## src/rtl/mem_pkg.sv

```systemverilog
// Shared types and constants for the fetch/data memory arbiter.
package mem_pkg;

    localparam int unsigned AW          = 16;
    localparam int unsigned DW          = 16;
    localparam int unsigned TIMEOUT_DEF = 64;
    localparam int unsigned CW_DEF      = 8;

    typedef enum logic [1:0] {
        ST_IDLE  = 2'd0,
        ST_ISSUE = 2'd1,
        ST_WAIT  = 2'd2,
        ST_RESP  = 2'd3
    } state_e;

    localparam logic GNT_I = 1'b0;
    localparam logic GNT_D = 1'b1;

    // Request latched at grant time and replayed to the memory system.
    typedef struct packed {
        logic          gnt;
        logic          wr;
        logic [AW-1:0] addr;
        logic [DW-1:0] wdata;
    } req_t;

endpackage

```

## src/rtl/rr_arb2.sv

```systemverilog
// Two-way round-robin arbiter: on a tie the side not granted last time wins.
module rr_arb2
    import mem_pkg::*;
(
    input  logic clk,
    input  logic rst,
    input  logic req_i,
    input  logic req_d,
    input  logic update,
    output logic grant
);

    logic last_q;

    always_ff @(posedge clk or posedge rst) begin
        if (rst) begin
            last_q <= GNT_I;
        end else if (update) begin
            last_q <= grant;
        end
    end

    always_comb begin
        grant = GNT_I;
        if (req_i && req_d) begin
            grant = ~last_q;
        end else if (req_d) begin
            grant = GNT_D;
        end
    end

endmodule

```

## src/rtl/mem_arbiter.sv

```systemverilog
// Serialises fetch and data-port requests onto the shared cache/memory Rd/Wr/Done handshake.
module mem_arbiter
    import mem_pkg::*;
#(
    parameter int unsigned TIMEOUT = TIMEOUT_DEF,
    parameter int unsigned CW      = CW_DEF
) (
    input  logic          clk,
    input  logic          rst,
    input  logic          i_req,
    input  logic [AW-1:0] i_addr,
    output logic [DW-1:0] i_rdata,
    output logic          i_done,
    output logic          i_hit,
    input  logic          d_rd,
    input  logic          d_wr,
    input  logic [AW-1:0] d_addr,
    input  logic [DW-1:0] d_wdata,
    output logic [DW-1:0] d_rdata,
    output logic          d_done,
    output logic          d_hit,
    output logic [AW-1:0] mem_addr,
    output logic [DW-1:0] mem_datain,
    output logic          mem_rd,
    output logic          mem_wr,
    input  logic [DW-1:0] mem_dataout,
    input  logic          mem_done,
    input  logic          mem_stall,
    input  logic          mem_cachehit,
    output logic          busy,
    output logic          err
);

    state_e        state_q;
    req_t          req_q;
    logic [CW-1:0] cnt_q;
    logic [DW-1:0] i_rdata_q, d_rdata_q;
    logic          i_done_q, d_done_q, i_hit_q, d_hit_q;
    logic          mem_rd_q, mem_wr_q, busy_q, err_q;

    logic          d_req_c, d_bad_c, grant_c, gnt_d_c, gnt_wr_c, tmo_c;
    logic          arb_req_i_c, arb_req_d_c, arb_upd_c;
    logic [CW-1:0] cnt_inc_c;

    assign d_bad_c   = d_rd & d_wr;
    assign d_req_c   = d_rd ^ d_wr;
    assign gnt_d_c   = (grant_c == GNT_D);
    assign gnt_wr_c  = gnt_d_c & d_wr;
    assign cnt_inc_c = cnt_q + CW'(1);
    assign tmo_c     = (cnt_inc_c == CW'(TIMEOUT));

    // Outside IDLE the arbiter only sees the granted side, so the RESP update records that side.
    assign arb_req_i_c = (state_q == ST_IDLE) ? i_req   : (req_q.gnt == GNT_I);
    assign arb_req_d_c = (state_q == ST_IDLE) ? d_req_c : (req_q.gnt == GNT_D);
    assign arb_upd_c   = (state_q == ST_RESP);

    rr_arb2 u_arb (
        .clk    (clk),
        .rst    (rst),
        .req_i  (arb_req_i_c),
        .req_d  (arb_req_d_c),
        .update (arb_upd_c),
        .grant  (grant_c)
    );

    always_ff @(posedge clk or posedge rst) begin
        if (rst) begin
            state_q   <= ST_IDLE;
            req_q     <= '0;
            cnt_q     <= '0;
            i_rdata_q <= '0;
            d_rdata_q <= '0;
            i_done_q  <= 1'b0;
            d_done_q  <= 1'b0;
            i_hit_q   <= 1'b0;
            d_hit_q   <= 1'b0;
            mem_rd_q  <= 1'b0;
            mem_wr_q  <= 1'b0;
            busy_q    <= 1'b0;
            err_q     <= 1'b0;
        end else begin
            i_done_q <= 1'b0;
            d_done_q <= 1'b0;
            err_q    <= 1'b0;
            case (state_q)
                ST_IDLE: begin
                    err_q <= d_bad_c;
                    if (i_req || d_req_c) begin
                        req_q.gnt   <= grant_c;
                        req_q.wr    <= gnt_wr_c;
                        req_q.addr  <= gnt_d_c ? d_addr : i_addr;
                        req_q.wdata <= gnt_d_c ? d_wdata : '0;
                        mem_rd_q    <= ~gnt_wr_c;
                        mem_wr_q    <= gnt_wr_c;
                        busy_q      <= 1'b1;
                        state_q     <= ST_ISSUE;
                    end
                end
                ST_ISSUE: begin
                    if (!mem_stall) begin
                        mem_rd_q <= 1'b0;
                        mem_wr_q <= 1'b0;
                        state_q  <= ST_WAIT;
                    end
                end
                ST_WAIT: begin
                    cnt_q <= cnt_inc_c;
                    if (mem_done) begin
                        if (req_q.gnt == GNT_D) begin
                            d_rdata_q <= mem_dataout;
                            d_hit_q   <= mem_cachehit;
                            d_done_q  <= 1'b1;
                        end else begin
                            i_rdata_q <= mem_dataout;
                            i_hit_q   <= mem_cachehit;
                            i_done_q  <= 1'b1;
                        end
                        state_q <= ST_RESP;
                    end else if (tmo_c) begin
                        // Abandon the stuck transaction; the requester sees err instead of done.
                        err_q   <= 1'b1;
                        cnt_q   <= '0;
                        busy_q  <= 1'b0;
                        state_q <= ST_IDLE;
                    end
                end
                ST_RESP: begin
                    cnt_q   <= '0;
                    busy_q  <= 1'b0;
                    state_q <= ST_IDLE;
                end
                default: begin
                    busy_q  <= 1'b0;
                    state_q <= ST_IDLE;
                end
            endcase
        end
    end

    assign i_rdata    = i_rdata_q;
    assign i_done     = i_done_q;
    assign i_hit      = i_hit_q;
    assign d_rdata    = d_rdata_q;
    assign d_done     = d_done_q;
    assign d_hit      = d_hit_q;
    assign mem_addr   = req_q.addr;
    assign mem_datain = req_q.wdata;
    assign mem_rd     = mem_rd_q;
    assign mem_wr     = mem_wr_q;
    assign busy       = busy_q;
    assign err        = err_q;

endmodule

```

## config.mk

```make
export PLATFORM = sky130hd
export DESIGN_NAME = mem_arbiter
export DESIGN_NICKNAME = d
export VERILOG_FILES = /design/src/rtl/mem_pkg.sv /design/src/rtl/rr_arb2.sv /design/src/rtl/mem_arbiter.sv
export SDC_FILE = /design/constraint.sdc
export NUM_CORES = 1
export LEC_CHECK = 0
export ABC_AREA = 0
export BUFFER_PORTS_ARGS = -buffer_cell sky130_fd_sc_hd__buf_2
export CAP_MARGIN = 20
export CELL_PAD_IN_SITES_DETAIL_PLACEMENT = 1
export CELL_PAD_IN_SITES_GLOBAL_PLACEMENT = 2
export CORE_MARGIN = 4
export CORE_UTILIZATION = 29
export DETAILED_ROUTE_END_ITERATION = 7
export MAX_ROUTING_LAYER = met4
export PLACE_DENSITY_LB_ADDON = 0.1
export SLEW_MARGIN = 20
export SYNTH_ARGS = -nofsm -noshare
export SYNTH_HDL_FRONTEND = slang
export SYNTH_SLANG_ARGS = --single-unit
```

## constraint.sdc

```tcl
create_clock -name clk -period 2.87 [get_ports clk]
set_input_delay 0.4305 -clock clk [delete_from_list [all_inputs] [get_ports clk]]
set_output_delay 0.4305 -clock clk [all_outputs]
set_load 0.03 [all_outputs]
```

## Yosys cells after proc, flatten, opt, wreduce, memory -nomap -nowiden

Index checks and enable logic that the tools add are counted.

| word-level totals | value |
|---|---|
| bits in latches | 0 |
| input port bits | 72 |
| word-level logic and storage cells | 76 |
| memories kept | 0 |
| memory bits (writable) | 0 |
| output and inout bits | 72 |
| memory bits (read-only) | 0 |
| flip-flop bits (word level) | 84 |

| cells by class | value |
|---|---|
| reduce and logical (&&, ||, !) cells | 12 |
| divide/modulo/power cells | 0 |
| add/subtract/negate cells | 1 |
| mux-type cells | 32 |
| bitwise gates (word level) | 6 |
| $lt $le $gt $ge | 0 |
| equal/unequal tests | 9 |
| shifts and indexed selects | 0 |
| multiply operators | 0 |

Operators by type and width:

| cell | number |
|---|---|
| 2-to-1 mux 16 bit | 2 |
| 2-to-1 mux 1 bit | 18 |
| 2-to-1 mux 8 bit | 2 |
| one-hot mux 8 bit (2 select lines) | 1 |
| AND reduction 3 bit | 4 |
| adder 8 x 1 -> 8 bit, second input constant | 1 |
| == test 8 x 7 -> 1 bit, second input constant | 1 |
| 2-to-1 mux 2 bit | 4 |
| one-hot mux 2 bit (4 select lines) | 1 |
| != test 2 bit, second input constant | 3 |
| one-hot mux 1 bit (2 select lines) | 3 |
| == test 2 bit, second input constant | 2 |
| AND reduction 4 bit | 1 |
| nonzero test 2 bit | 2 |
| != test 3 bit, second input constant | 1 |
| inverter 1 bit | 3 |
| one-hot mux 1 bit (3 select lines) | 1 |
| nonzero test 3 bit | 1 |
| AND 1 bit | 2 |
| == test 2 x 1 -> 1 bit, second input constant | 1 |
| zero test 2 bit | 1 |
| != test 2 x 1 -> 1 bit, second input constant | 1 |
| AND reduction 2 bit | 1 |
| logical AND 1 bit | 1 |
| 2 further kinds | 2 |

## Longest topological paths before layout

| depth | value |
|---|---|
| word-level depth | 8 |
| depth in mapped cells | 10 |
| mapped depth without buffers | 7 |

## Modules after synthesis

A second synthesis with hierarchy kept.

| unflattened totals | value |
|---|---|
| cell total of the unflattened synthesis | 387 |
| area, all modules | 3878.7 um^2 |

By module, submodules not included:

| module | area each (um^2) | cells an instance | instances | sequential area each (um^2) |
|---|---|---|---|---|
| mem_arbiter | 3823.7 | 383 | 1 | 2077.0 |
| rr_arb2 | 55.1 | 4 | 1 | 25.0 |

## Worst setup path after synthesis

Ideal clock, no wire load.

| path | value |
|---|---|
| path type | register to register |
| start point | register state_q[1] |
| end point | register req_q, in the netlist mem_addr[0] |
| arrival | 1.686 ns |
| clock period less this slack | 1.821 ns |
| buffers on the path | 3 |
| cell stages (with the launch flop) | 11 |
| setup slack | 1.049 ns |
| path through | dfrtp_1 inv_1 ha_1 buf_4 nand2_1 a21oi_2 a21oi_1 buf_4 buf_4 mux2i_1 o21ai_0 |

| between the ends | value |
|---|---|
| longest elaborated chain between the ends | 5 |
| elaborated cells between the ends (all ways) | 8 |
| those cells by class | 5 x mux; 3 x reduce/logical |

RTL lines:

| element | line | source |
|---|---|---|
| start, declared | mem_arbiter.sv:34 | `state_e state_q;` |
| start signal, assigned | mem_arbiter.sv:68 | `state_q <= ST_IDLE;` |
| start signal, assigned | mem_arbiter.sv:96 | `state_q <= ST_ISSUE;` |
| start signal, assigned | mem_arbiter.sv:103 | `state_q <= ST_WAIT;` |
| zero test 2 bit (*) | mem_arbiter.sv:53, mem_arbiter.sv:54, mem_arbiter.sv:85 |  |
| 2-to-1 mux 1 bit (on tied branches) | mem_arbiter.sv:54, mem_arbiter.sv:53 |  |
| 2-to-1 mux 1 bit or logical AND 1 bit (tied branches) | rr_arb2.sv:27, rr_arb2.sv:25 |  |
| 2-to-1 mux 1 bit | rr_arb2.sv:25 | `if (req_i && req_d) begin` |
| 2-to-1 mux 16 bit | mem_arbiter.sv:91 | `req_q.addr <= gnt_d_c ? d_addr : i_addr;` |
| end, declared | mem_arbiter.sv:35 | `req_t req_q;` |

Mark *: on every way between the ends. The rest lies on a longest branch, timed or not.
A chain may end at the register's enable or synchronous reset.

## Worst setup path in the final report

| path | value |
|---|---|
| start point | register state_q[1] |
| end point | register mem_rd_q, in the netlist mem_rd |

| between the ends | value |
|---|---|
| longest elaborated chain between the ends | 8 |
| elaborated cells between the ends (all ways) | 15 |
| those cells by class | 3 x eq/ne; 6 x mux; 2 x bitwise; 4 x reduce/logical |

RTL lines:

| element | line | source |
|---|---|---|
| zero test 2 bit | mem_arbiter.sv:53, mem_arbiter.sv:54, mem_arbiter.sv:85 |  |
| 2-to-1 mux 1 bit (on tied branches) | mem_arbiter.sv:54, mem_arbiter.sv:53 |  |
| 2-to-1 mux 1 bit or logical AND 1 bit (tied branches) | rr_arb2.sv:27, rr_arb2.sv:25 |  |
| 2-to-1 mux 1 bit | rr_arb2.sv:25 |  |
| AND 1 bit | mem_arbiter.sv:48 | `assign gnt_wr_c = gnt_d_c & d_wr;` |
| inverter 1 bit | mem_arbiter.sv:93 | `mem_rd_q <= ~gnt_wr_c;` |
| 2-to-1 mux 1 bit | mem_arbiter.sv:88 | `if (i_req \|\| d_req_c) begin` |
| one-hot mux 1 bit (2 select lines) | mem_arbiter.sv:85 | `case (state_q)` |
| end signal, assigned | mem_arbiter.sv:93 |  |
| end, declared | mem_arbiter.sv:39 | `logic mem_rd_q, mem_wr_q, busy_q, err_q;` |

Several ways; a longest one is shown, not always the timed one. The select of a mux whose other input is x is not followed.

==> results_dict.tcl <==
set metrics [dict create \
    dp_hpwl_um 7240 \
    ctsRootBufferMaster "clkbuf_16" \
    antenna_found_initial 0 \
    area_delta_synth_final_pct 27.0 \
    ys_async_sr_fraction 1.00 \
    cp-startpoint "state_q[1]$_DFFE_PP0P_" \
    outcome "finished clean" \
    end_kind "flip-flop" \
    crit_fanout 18 \
    hold_class "input port to asynchronous set/reset pin" \
    nets 539 \
    h-tree-depth 3 \
    drive_gt1_frac 0.406 \
    cts_tree "done" \
    drt_pass1_iterations 4 \
    clk_pin_slew_ps 60 \
    synth_area_mm2 0.00378 \
    vias_per_cell 4.50 \
    cts_hold_buf 0 \
    critPathRequiredTime_ps 3100 \
    max_cap_violations 0 \
    fin_crit_ps 1990 \
    dr_total_vias 2867 \
    ctsResizeCount 0 \
    syn_nets 426 \
    diodes 0 \
    worst_slew_pin_slew_ps 691 \
    final_util 0.379 \
    total_power_mw 6.04 \
    ios 144 \
    core_area_mm2 0.0127 \
    rows 41 \
    gr-total-overflow 0 \
    worstSetupStartpointType "flip-flop" \
    max_freq_ghz 0.504 \
    track_usage 0.142 \
    avgSynthCellArea_um2 10.9 \
    die_height_um 122 \
    die_w_um 122 \
    fin_crit_sh 0.692 \
    fin_skew_ps 5.52 \
    postCtsSetupRepairBufs 0 \
    setup_viol 0 \
    wl_per_cell_um 15.2 \
    r2r_slack_ps 880 \
    drt_iter0_drc 108 \
    power_leakage_nw 2.57 \
    wl_um 9670 \
    rsz0062_at_grt "no" \
    cts_buffers 9 \
    pwr_density_cell_mw_per_mm2 1260 \
    postSynthCellCount 348 \
    relSlewSlack 0.539 \
    setup_ws_ps 885 \
    initial_core_util 0.299 \
    arrival_ps 2210 \
    clkSinkCount 84 \
    fin_tns_setup_ps 0 \
    ys_types 41 \
    n_fill_cell 1497 \
    die-area_mm2 0.0149 \
    grt_pass1_vias 3069 \
    globalplace.congestion 0.697 \
    yosys_most_used_dff "dfrtp_1" \
    critPathKind "flip-flop to flip-flop" \
    clock_path_buffers 2 \
    ys_warn_count 0 \
    vdd_ir_drop_max_mv 0.379 \
    grt_pass1_wl_um 16000 \
    grt_start_max_net_pins 49 \
    drc 0 \
    ys_seq_area_frac 0.556 \
    pre_cts_slack_ps 850 \
    synth-seq-cells 84 \
    insertion_delay_ps 330 \
    slew_viol_final 0 \
    portBuffers 143 \
    r2r-start "state_q[1]$_DFFE_PP0P_" \
    hold_viol_final 0 \
    synth_edf_count 0 \
    ant_nets 0 \
]
==> cell families after synthesis <==
| logic type | Yosys count | synth area share |
|---|---|---|
| DFF | 84 | 0.556 |
| adders and majority gates | 6 | 0.0198 |
| AOI/OAI and AO/OA | 62 | 0.116 |
| buffers and inverters | 57 | 0.0923 |
| and+or+nand+nor | 101 | 0.112 |
| xor gates and xnor gates | 5 | 0.0116 |
| muxes | 33 | 0.0930 |
==> Yosys cell counts (all sizes together) (2+ instances only) <==
master | instances | area, µm²
nor2 | 10 | 37.5
buf | 38 | 278
xnor2 | 2 | 17.5
a22o | 17 | 149
mux2i | 16 | 160
nor4 | 2 | 27.5
nand3 | 4 | 20.0
a21o | 2 | 15.0
nand2 | 78 | 293
ha | 6 | 75.1
dfrtp | 84 | 2100
o31ai | 3 | 22.5
clkbuf | 9 | 33.8
inv | 9 | 33.8
xor2 | 3 | 26.3
o21ai | 21 | 109
a21oi | 7 | 38.8
nand4 | 3 | 18.8
mux2 | 17 | 191
==> state kept, by name, summed over array words and instances (netlist names) <==
signal,cells
u_arb.last_q,1
mem_addr,16
d_rdata,16
i_rdata,16
err,1
mem_rd,1
cnt_q,8
mem_wr,1
state_q,2
i_done,1
busy,1
req_q,1
d_hit,1
d_done,1
mem_datain,16
i_hit,1
==> cells in the final DEF (no fill, tap or decap), types with 2 or more instances in the layout <==
cell type / count
a21o_1: 2
a21oi_1: 5
a21oi_2: 2
a22o_1: 17
buf_12: 2
buf_2: 143
buf_4: 4
bufinv_16: 2
clkbuf_16: 9
clkinv_2: 2
dfrtp_1: 84
ha_1: 6
inv_1: 8
mux2_2: 17
mux2i_1: 16
nand2_1: 78
nand3_1: 4
nand4_1: 3
nor2_1: 10
o21ai_0: 19
o31ai_1: 3
xnor2_1: 2
xor2_1: 3
==> metrics by stage <==
step / cell area (µm²) / hold WS (ps) / cells
detailed placement: 4490 / 457 / 622
global placement: 4490 / 454 / 622
CTS: 4800 / 190 / 637
finish: 4800 / 169 / 637
floorplan: 3780 / 451 / 348
global route: 4800 / 230 / 637
==> routing by layer <==
layer	GRT usage	wire length, µm
met1	0.179	4350
met2	0.217	4530
met3	0.0344	605
met4	0.0609	187
met5	-	0
==> path summary, 6_finish.rpt <==
kind / depth (start not counted) / endpoint
max: 8 / mem_rd$_DFFE_PP0P_
min reg2reg: 2 / i_rdata[3]$_DFFE_PP0P_
min: 2 / i_rdata[3]$_DFFE_PP0P_
min in group clk: 3 / i_rdata[7]$_DFFE_PP0P_
max reg2reg: 8 / mem_rd$_DFFE_PP0P_
max in group asynchronous: 3 / i_rdata[1]$_DFFE_PP0P_
==> worst max-delay path, cell delays in order, from the launching register on <==
cell and delay [ps]:
dfrtp_1 420, inv_1 120, ha_1 370, nand2_1 110, a21oi_2 160, a21oi_2 40
buf_4 230, nand2b_1 190, a22o_1 230
==> cell type report <==
cell class / instances / area [µm²] / share of cell area
flip-flops and latches: 84 / 2100 / 0.438
multi-input cells: 207 / 1350 / 0.280
repair buffers: 149 / 786 / 0.164
clock buffers: 11 / 243 / 0.0505
well taps: 172 / 215 / 0.0448
clock inverters: 4 / 73.8 / 0.0154
inverters: 10 / 38.8 / 0.00807
==> where the power goes <==
group	switching [mW]	internal [mW]	leakage, nW	total (mW)
combinational	1.87	0.944	1.35	2.81
clock	0.453	0.781	0.156	1.23
sequential	0.294	1.71	1.06	2.00
total	2.61	3.43	2.57	6.04
(Power assumes the default switching activity.)
